**config.mk**
```make
export PLATFORM = sky130hd
export DESIGN_NAME = karat_mult_arbiter
export DESIGN_NICKNAME = d
export VERILOG_FILES = /design/src/rtl/karat_mult_arbiter.sv
export SDC_FILE = /design/constraint.sdc
export NUM_CORES = 1
export LEC_CHECK = 0
export CAP_MARGIN = 20
export CORE_UTILIZATION = 40
export CTS_CLUSTER_DIAMETER = 40
export DETAILED_ROUTE_END_ITERATION = 10
export GPL_ROUTABILITY_DRIVEN = 1
export PLACE_DENSITY_LB_ADDON = 0.15
export SYNTH_ARGS = -nofsm -noshare
export SYNTH_HDL_FRONTEND = slang
export SYNTH_SLANG_ARGS = --single-unit
```
**constraint.sdc**
```tcl
create_clock -name clk -period 4.55 [get_ports clk]
set_input_delay 0.91 -clock clk [delete_from_list [all_inputs] [get_ports clk]]
set_output_delay 0.91 -clock clk [all_outputs]
set_load 0.005 [all_outputs]
```
**src/rtl/karat_mult_arbiter.sv**
```systemverilog
// karat_mult_arbiter
// Round-robin front end that shares one karat_mult_recursion multiplier
// among NREQ requesters. Signed operands are reduced to magnitudes for the
// multiplier and the product sign is restored on the way out. A watchdog
// aborts any run that does not finish within TIMEOUT cycles.
//
//   state   | meaning
//   --------+-----------------------------------------------------------
//   S_IDLE  | waiting for a request; req_ready offers the round-robin grant
//   S_CLEAR | one-cycle synchronous clear pulse into the multiplier
//   S_RUN   | multiplier enabled; waiting for m_finish or the watchdog
//   S_RESP  | tagged response held on rsp_* until rsp_ready
module karat_mult_arbiter #(
    parameter int WIDTH   = 16,
    parameter int NREQ    = 4,
    parameter int TIMEOUT = 64,
    localparam int IDW    = $clog2(NREQ),
    localparam int CNTW   = $clog2(TIMEOUT)
) (
    input  logic                  clk,
    input  logic                  reset_n,
    input  logic [NREQ-1:0]       req_valid,
    output logic [NREQ-1:0]       req_ready,
    input  logic [NREQ*WIDTH-1:0] req_a,
    input  logic [NREQ*WIDTH-1:0] req_b,
    output logic                  rsp_valid,
    input  logic                  rsp_ready,
    output logic [IDW-1:0]        rsp_id,
    output logic [2*WIDTH-1:0]    rsp_prod,
    output logic                  rsp_err,
    output logic [WIDTH-1:0]      m_x,
    output logic [WIDTH-1:0]      m_y,
    output logic                  m_reset,
    output logic                  m_enable,
    input  logic [2*WIDTH-1:0]    m_prod,
    input  logic                  m_finish
);

    typedef enum logic [1:0] {
        S_IDLE  = 2'd0,
        S_CLEAR = 2'd1,
        S_RUN   = 2'd2,
        S_RESP  = 2'd3
    } state_t;

    localparam logic [NREQ-1:0] ONE_HOT0 = {{(NREQ-1){1'b0}}, 1'b1};
    localparam logic [IDW:0]    NREQ_W   = (IDW+1)'(NREQ);
    localparam logic [IDW-1:0]  LAST_ID  = IDW'(NREQ-1);
    localparam logic [CNTW-1:0] CNT_LAST = CNTW'(TIMEOUT-1);

    state_t             state_q, state_d;
    logic [IDW-1:0]     ptr_q, ptr_d;
    logic [CNTW-1:0]    cnt_q, cnt_d;
    logic               neg_q, neg_d;

    logic               rsp_valid_d;
    logic [IDW-1:0]     rsp_id_d;
    logic [2*WIDTH-1:0] rsp_prod_d;
    logic               rsp_err_d;
    logic [WIDTH-1:0]   m_x_d, m_y_d;
    logic               m_reset_d, m_enable_d;

    logic [2*NREQ-1:0]  req_dbl;
    logic [NREQ-1:0]    req_rot;
    logic [IDW-1:0]     grant_off;
    logic [IDW:0]       grant_sum;
    logic [IDW-1:0]     grant;
    logic               grant_vld;
    logic               accept;
    logic [WIDTH-1:0]   a_sel, b_sel;
    logic [2*WIDTH-1:0] prod_signed;

    // Two's complement magnitude; the most negative value maps to 2^(W-1),
    // which still fits in WIDTH unsigned bits.
    function automatic logic [WIDTH-1:0] mag(input logic [WIDTH-1:0] v);
        return v[WIDTH-1] ? (-v) : v;
    endfunction

    // Rotate the request vector so that bit 0 is the requester at ptr;
    // the lowest set bit of the rotated vector is the round-robin winner.
    assign req_dbl = {req_valid, req_valid} >> ptr_q;
    assign req_rot = req_dbl[NREQ-1:0];

    // Priority pick over the rotated requests (lowest offset wins).
    always_comb begin
        grant_off = '0;
        for (int k = NREQ - 1; k >= 0; k--) begin
            if (req_rot[k]) begin
                grant_off = IDW'(k);
            end
        end
    end

    assign grant_vld = |req_rot;
    assign grant_sum = {1'b0, ptr_q} + {1'b0, grant_off};
    assign grant     = (grant_sum >= NREQ_W) ? IDW'(grant_sum - NREQ_W)
                                             : grant_sum[IDW-1:0];

    assign accept    = (state_q == S_IDLE) && grant_vld;
    // Grant is combinational; gated by reset_n so nothing is offered while
    // reset is held, even before the first clock edge.
    assign req_ready = (accept && reset_n) ? (ONE_HOT0 << grant) : '0;

    assign a_sel       = req_a[grant*WIDTH +: WIDTH];
    assign b_sel       = req_b[grant*WIDTH +: WIDTH];
    assign prod_signed = neg_q ? (-m_prod) : m_prod;

    // Next-state and next-output logic; every registered output is
    // computed here and captured together in the register process.
    always_comb begin
        state_d     = state_q;
        ptr_d       = ptr_q;
        cnt_d       = cnt_q;
        neg_d       = neg_q;
        rsp_valid_d = rsp_valid;
        rsp_id_d    = rsp_id;
        rsp_prod_d  = rsp_prod;
        rsp_err_d   = rsp_err;
        m_x_d       = m_x;
        m_y_d       = m_y;
        m_reset_d   = 1'b0;
        m_enable_d  = 1'b0;

        unique case (state_q)
            S_IDLE: begin
                if (accept) begin
                    state_d   = S_CLEAR;
                    rsp_id_d  = grant;
                    neg_d     = a_sel[WIDTH-1] ^ b_sel[WIDTH-1];
                    m_x_d     = mag(a_sel);
                    m_y_d     = mag(b_sel);
                    ptr_d     = (grant == LAST_ID) ? '0 : grant + IDW'(1);
                    m_reset_d = 1'b1;
                end
            end
            S_CLEAR: begin
                state_d    = S_RUN;
                cnt_d      = '0;
                m_enable_d = 1'b1;
            end
            S_RUN: begin
                m_enable_d = 1'b1;
                if (m_finish) begin
                    state_d     = S_RESP;
                    rsp_valid_d = 1'b1;
                    rsp_prod_d  = prod_signed;
                    rsp_err_d   = 1'b0;
                    m_enable_d  = 1'b0;
                end else if (cnt_q == CNT_LAST) begin
                    state_d     = S_RESP;
                    rsp_valid_d = 1'b1;
                    rsp_prod_d  = '0;
                    rsp_err_d   = 1'b1;
                    m_enable_d  = 1'b0;
                end else begin
                    cnt_d = cnt_q + CNTW'(1);
                end
            end
            S_RESP: begin
                if (rsp_ready) begin
                    state_d     = S_IDLE;
                    rsp_valid_d = 1'b0;
                end
            end
            default: begin
                state_d = S_IDLE;
            end
        endcase
    end

    // State, pointer, watchdog and all registered outputs.
    always_ff @(posedge clk or negedge reset_n) begin
        if (!reset_n) begin
            state_q   <= S_IDLE;
            ptr_q     <= '0;
            cnt_q     <= '0;
            neg_q     <= 1'b0;
            rsp_valid <= 1'b0;
            rsp_id    <= '0;
            rsp_prod  <= '0;
            rsp_err   <= 1'b0;
            m_x       <= '0;
            m_y       <= '0;
            m_reset   <= 1'b0;
            m_enable  <= 1'b0;
        end else begin
            state_q   <= state_d;
            ptr_q     <= ptr_d;
            cnt_q     <= cnt_d;
            neg_q     <= neg_d;
            rsp_valid <= rsp_valid_d;
            rsp_id    <= rsp_id_d;
            rsp_prod  <= rsp_prod_d;
            rsp_err   <= rsp_err_d;
            m_x       <= m_x_d;
            m_y       <= m_y_d;
            m_reset   <= m_reset_d;
            m_enable  <= m_enable_d;
        end
    end

endmodule

```
**Word level (Yosys, flattened, before mapping)**

Index checks and enable logic that the tools add are counted.

- Bits of input ports: 168
- Bits in registers: 81

- Reductions and logical operators: 12
- Muxes and demuxes: 30
- Magnitude comparators: 1
- Bitwise logic cells: 1
- Add/subtract/negate cells: 7
- Shift operators: 4
- Eq/ne operators: 10

Operators by type and width:

| operator | number |
|---|---|
| 64-bit by 7-bit indexed part select with 16-bit output | 2 |
| 32-bit two-way mux | 3 |
| 16-bit two-way mux | 2 |
| 16-bit negation | 2 |
| 32-bit negation | 1 |
| 2-bit two-way mux | 10 |
| 6-bit two-way mux | 2 |
| 6-bit one-hot mux with 2 select lines | 1 |
| 3-bit AND reduction | 3 |
| 1-bit two-way mux | 8 |
| 2-bit inequality test, second input constant | 4 |
| 2-bit one-hot mux with 4 select lines | 1 |
| 8-bit by 2-bit right shift with 4-bit output | 1 |
| 6-bit by 1-bit adder with 6-bit output, second input constant | 1 |
| 2-bit == test, second input constant | 3 |
| 6-bit == test, second input constant | 1 |
| 2-bit nonzero test | 3 |
| 4-bit two-way mux | 1 |
| 1-bit one-hot mux with 2 select lines | 2 |
| 2-bit AND reduction | 2 |
| 4-bit OR reduction | 1 |
| 1-bit by 2-bit left shift with 4-bit output, first input constant | 1 |
| 2-bit by 2-bit adder with 3-bit output | 1 |
| 3-bit >= comparator, second input constant | 1 |
| other kinds (7) | 8 |

**Longest topological paths before layout**

- Depth after elaboration: 11
- Depth in mapped cells: 18
- Gate-level depth less buffers: 16

**Least setup slack after synthesis**

OpenSTA, ideal clock, no wires.

- Path type: input to register
- From: in req_valid[3]
- To: reg m_y[4]
- Required time: 4.415 ns
- Slack: 0.064 ns
- Stages: 17
- Arrival: 4.351 ns
- Setup time: 0.135 ns
- Path through: inv_1 -> nand3_1 -> o311ai_0 -> o21ai_0 -> o221ai_1 -> ha_1 -> clkbuf_1 -> clkbuf_1 -> clkbuf_1 -> buf_1 -> mux4_2 -> inv_1 -> ha_1 -> inv_1 -> o31ai_1 -> xor2_1 -> o21ai_0

- Cells in the longest elaborated chain, start to end: 11
- Elaborated cells between the ends (all ways): 15
- Classes of those cells: add/sub: 3; order compare: 1; shift: 2; mux: 6; reduce/logical: 3

Ends and longest elaborated chain:

| element | line | text |
|---|---|---|
| start, declared | 22 | `input logic [NREQ-1:0] req_valid,` |
| 8-bit by 2-bit right shift with 4-bit output * | 81 | `assign req_dbl = {req_valid, req_valid} >> ptr_q;` |
| 2-bit two-way mux (3 in a row) | 88 | `if (req_rot[k]) begin` |
| 2-bit two-way mux * | 88 |  |
| 2-bit by 2-bit adder with 3-bit output * | 95 | `assign grant_sum = {1'b0, ptr_q} + {1'b0, grant_off};` |
| 3-bit >= comparator / 2-bit by 1-bit subtractor with 2-bit output (equally long branches) | 96 | `assign grant = (grant_sum >= NREQ_W) ? IDW'(grant_sum - NREQ_W)` |
| 2-bit two-way mux * | 96 |  |
| net grant[0] | 67 | `logic [IDW-1:0] grant;` |
| 64-bit by 7-bit indexed part select with 16-bit output * | 105 | `assign b_sel = req_b[grant*WIDTH +: WIDTH];` |
| 16-bit negation | 76 | `return v[WIDTH-1] ? (-v) : v;` |
| 16-bit two-way mux * | 76 |  |
| end signal, assigned | 196 | `m_y <= m_y_d;` |
| end, declared | 32 | `output logic [WIDTH-1:0] m_y,` |

The timed path passes the listed nets; every way through them passes the cells marked *.
A chain may end at the register's enable or synchronous reset.

**Final worst setup path**

- From: in req_valid[3]
- To: out req_ready[0]

- Cells in the longest elaborated chain, start to end: 10
- Elaborated cells between the ends (all ways): 14
- Classes of those cells: add/sub: 2; order compare: 1; shift: 2; mux: 6; reduce/logical: 3

Ends and longest elaborated chain:

| element | line | text |
|---|---|---|
| 8-bit by 2-bit right shift with 4-bit output * | 81 |  |
| 2-bit two-way mux (4 in a row) | 88 |  |
| 2-bit by 2-bit adder with 3-bit output | 95 |  |
| 3-bit >= comparator / 2-bit by 1-bit subtractor with 2-bit output (equally long branches) | 96 |  |
| 2-bit two-way mux | 96 |  |
| 1-bit by 2-bit left shift with 4-bit output | 102 | `assign req_ready = (accept && reset_n) ? (ONE_HOT0 << grant) : '0;` |
| 4-bit two-way mux * | 102 |  |
| end, declared | 23 | `output logic [NREQ-1:0] req_ready,` |

Every way passes the cells marked *; elsewhere a longest branch is shown, timed or not.

==> flow_summary.toml <==
[yosys]
ys_types = 59
synth_top_area_share = 0.324
netlist_instances = 720
yosys.area.top_type = "dfrtp_1"
synth_edf_count = 0
ys_seq_elements = 81
synth-main-ff-cell = "dfrtp_1"
synth.area.top_cells = "dfrtp_1 32%, mux4_2 10%, o21ai_0 7.9%"
async_flop_share = 1.00
ys_warn_count = 0
synth_nets = 901
yosysSeqAreaShare = 0.324
avgSynthCellArea_sq_um = 8.69
synthesis.area_sq_um = 6260

[detailed_routing]
wire_per_inst_um = 16.7
firstDrtPassIters = 5
drt-total-wl_um = 19600
vias = 6390
drc_errors = 0
ant_nets = 0
drt-initial-drc-count = 372
vias_per_cell = 5.42

[global_routing]
grt_pass1_vias = 6098
grt.total_usage = 0.245
grt_pass1_wl_um = 30900
overflow = 0
grt_max_degree = 71
antenna_found_initial = 0

[outcome]
status = "complete, no violations"

[sta]
layout_min_cycle_time_ns = 4.39
rsz0062_at_grt = "false"
drv_slew = 0
clock.fmax_ghz = 0.228
finClkSkew_ns = 0.00914
min_period_over_period = 0.964
setup_viol = 0
finalSetupTns_ns = 0
max_slew_margin = 0.373
worst_slew_pin_slew_ns = 0.940
setup_ws_ns = 0.164
final-hold-violation-count = 0
hold_slack_ns = 0.474

[placement]
place.gp.congestion = 0.869
dp_hpwl_um = 15400
placed_cells = 1162
place_area_sq_um = 9080
port_buffers = 241
pre_cts_slack_ns = -0.0462

[layout]
post-route-util = 0.616
antenna_cells = 0
seqCellArea_sq_um = 2030
area_growth_pct = 50.3
drive_gt1_frac = 0.103
final_cells = 1178
finalNetCount = 1143
fillers = 1354
postLayoutCellArea_sq_um = 9400
multi_input_area_sq_um = 4070

[setup_path]
end_kind = "primary output"
path_cells = "clkdlybuf4s50_1 -> inv_1 -> o311ai_0 -> o21ai_1 -> o221ai_2 -> ha_4 -> xor2_1 -> nand3_1 -> nand2_2 -> inv_1 -> ha_1 -> and3_1 -> clkdlybuf4s50_1"
crit_required_ns = 3.64
slowest_delay_ns = 0.48
critPathMaxFanout = 5
path_class = "in2out"
cp.arrival_ns = 3.48
crit_path_start_kind = "input port"
crit_path_top_delay_cell = "clkdlybuf4s50_1"

[power_and_ir_drop]
pwr-share-comb = 0.708
power.total_mw = 6.95
internal_power_mw = 3.97
switchingPower_mw = 2.98
peakVddDrop_mv = 0.501
seqPwrFrac = 0.187
sw_frac_of_total = 0.429
p_clk_frac = 0.105
powerDensity_nw_per_um2 = 739
p_leak_nw = 3.76

[floorplan]
fp-row-count = 45
core_area_sq_um = 15300
design.die.area_sq_um = 16100
die_w_um = 127
ios = 242
start_util = 0.410
fp.dieH_um = 127

[cts]
numCtsBuffers = 9
clk_pin_slew_worst_paths_ns = 0.06
postCtsSetupBuffers = 0
insertion_delay_ns = 0.35
cts_sinks = 81
htreeDepth = 3
cts_tree = "done"
root_buffer = "clkbuf_16"
clock_path_buffers = 2

[worst_hold_path]
hp-class = "reg2reg"

[run]
max_cap_violations = 0
-- cell families (layout without fill, tap and decap cells) --
logic type      after synthesis  count (layout)  synth area share
xor+xnor                     58              58            0.0812
simple gates                256             256             0.198
buf+inv                      57             304            0.0342
mux                          57              57             0.149
flops                        81              81             0.324
fa+ha+maj                    13              13            0.0260
compound gates              198             198             0.188
-- synthesized netlist by cell type, types with 4 or more instances --
cell type	number
or3_1	11
a211oi_1	4
a22o_1	5
mux4_2	28
buf_1	6
and3_1	5
nor3_1	49
dfrtp_1	81
nand3_1	15
mux2i_1	22
mux2_2	7
o31ai_1	16
clkbuf_1	35
nor3b_1	6
ha_1	13
or4_4	4
nor4_1	6
nor2_1	34
nand2b_1	6
o21ai_1	6
nor2b_1	5
or4_1	4
xnor2_1	12
inv_1	15
a21oi_1	35
xor2_1	46
o21ai_0	99
nand2_1	99
-- power groups by stage --
stage | clock (mW) | combinational [mW] | sequential (mW)
after floorplan | 0 | 3.15 | 1.25
after global placement | 0 | 4.87 | 1.30
after detailed placement | 0 | 4.92 | 1.31
after CTS | 0.741 | 4.95 | 1.30
after global routing | 0.770 | 5.41 | 1.34
final | 0.728 | 4.92 | 1.30
-- area by class of cell --
type                       count  area share
clock buffer                  11      0.0248
multi-input combinational    582       0.433
sequential                    81       0.216
clock inverter                 5     0.00599
inverter                      16     0.00639
timing repair buffer         272       0.287
tap                          211      0.0281
-- layer usage --
metal | global-route usage | part of all wire | vias up
li1 | - | - | 3130
met1 | 0.323 | 0.45 | 2990
met2 | 0.405 | 0.47 | 244
met3 | 0.0415 | 0.063 | 26
met4 | 0.0917 | 0.022 | 0
met5 | 0 | 0 | -
-- state kept, by name, summed over array words and instances, names as in the netlist --
register,flops
cnt_q,6
m_enable,1
m_reset,1
m_x,16
m_y,16
neg_q,1
ptr_q,2
rsp_err,1
rsp_id,2
rsp_prod,32
rsp_valid,1
state_q,2
-- worst max-delay path: cells and delay by family --
family | cells | cell delay [ns]
AOI/OAI and AO/OA | 3 | 0.48
xor gates and xnor gates | 1 | 0.19
buffers and inverters | 4 | 1.07
and+or+nand+nor | 3 | 0.47
adders and majority gates | 2 | 0.36
-- final timing paths --
kind                              start  cells after the start  slack [ns]      endpoint
max                        req_valid[3]                     13        0.16  req_ready[0]
min                         rsp_prod[7]                      2        0.47   rsp_prod[7]
max reg2reg                    ptr_q[0]                     14        1.04       m_x[14]
min reg2reg                 rsp_prod[7]                      2        0.47   rsp_prod[7]
max in group asynchronous       reset_n                      2        2.99     rsp_id[1]
min in group asynchronous       reset_n                      1        0.50        m_x[2]
-- cell usage in the layout, fill, tap and decap left out, drive strengths merged, types with 3 or more instances in the layout --
cell             n
o31ai           16
or3             12
o21ai          105
nand3           15
mux2i           22
a21oi           35
or4              8
a21boi           3
inv             15
xor2            46
a211oi           4
ha              13
and2             3
nor3b            6
mux2             7
dfrtp           81
nor3            49
clkbuf          11
o41ai            4
nor4             6
nand2           99
and3             5
mux4            28
clkdlybuf4s50  237
nand2b           6
nor2            34
nor2b            5
dlymetal6s2s     3
clkinv           4
xnor2           12
buf             32
a22o             5
-- repair_timing --
item                                    in CTS  in global routing
hold buffers                                 0                  0
gates resized for setup                      1                  9
endpoints found under the setup margin       4                  4
Power figures use the tool's default switching activity.
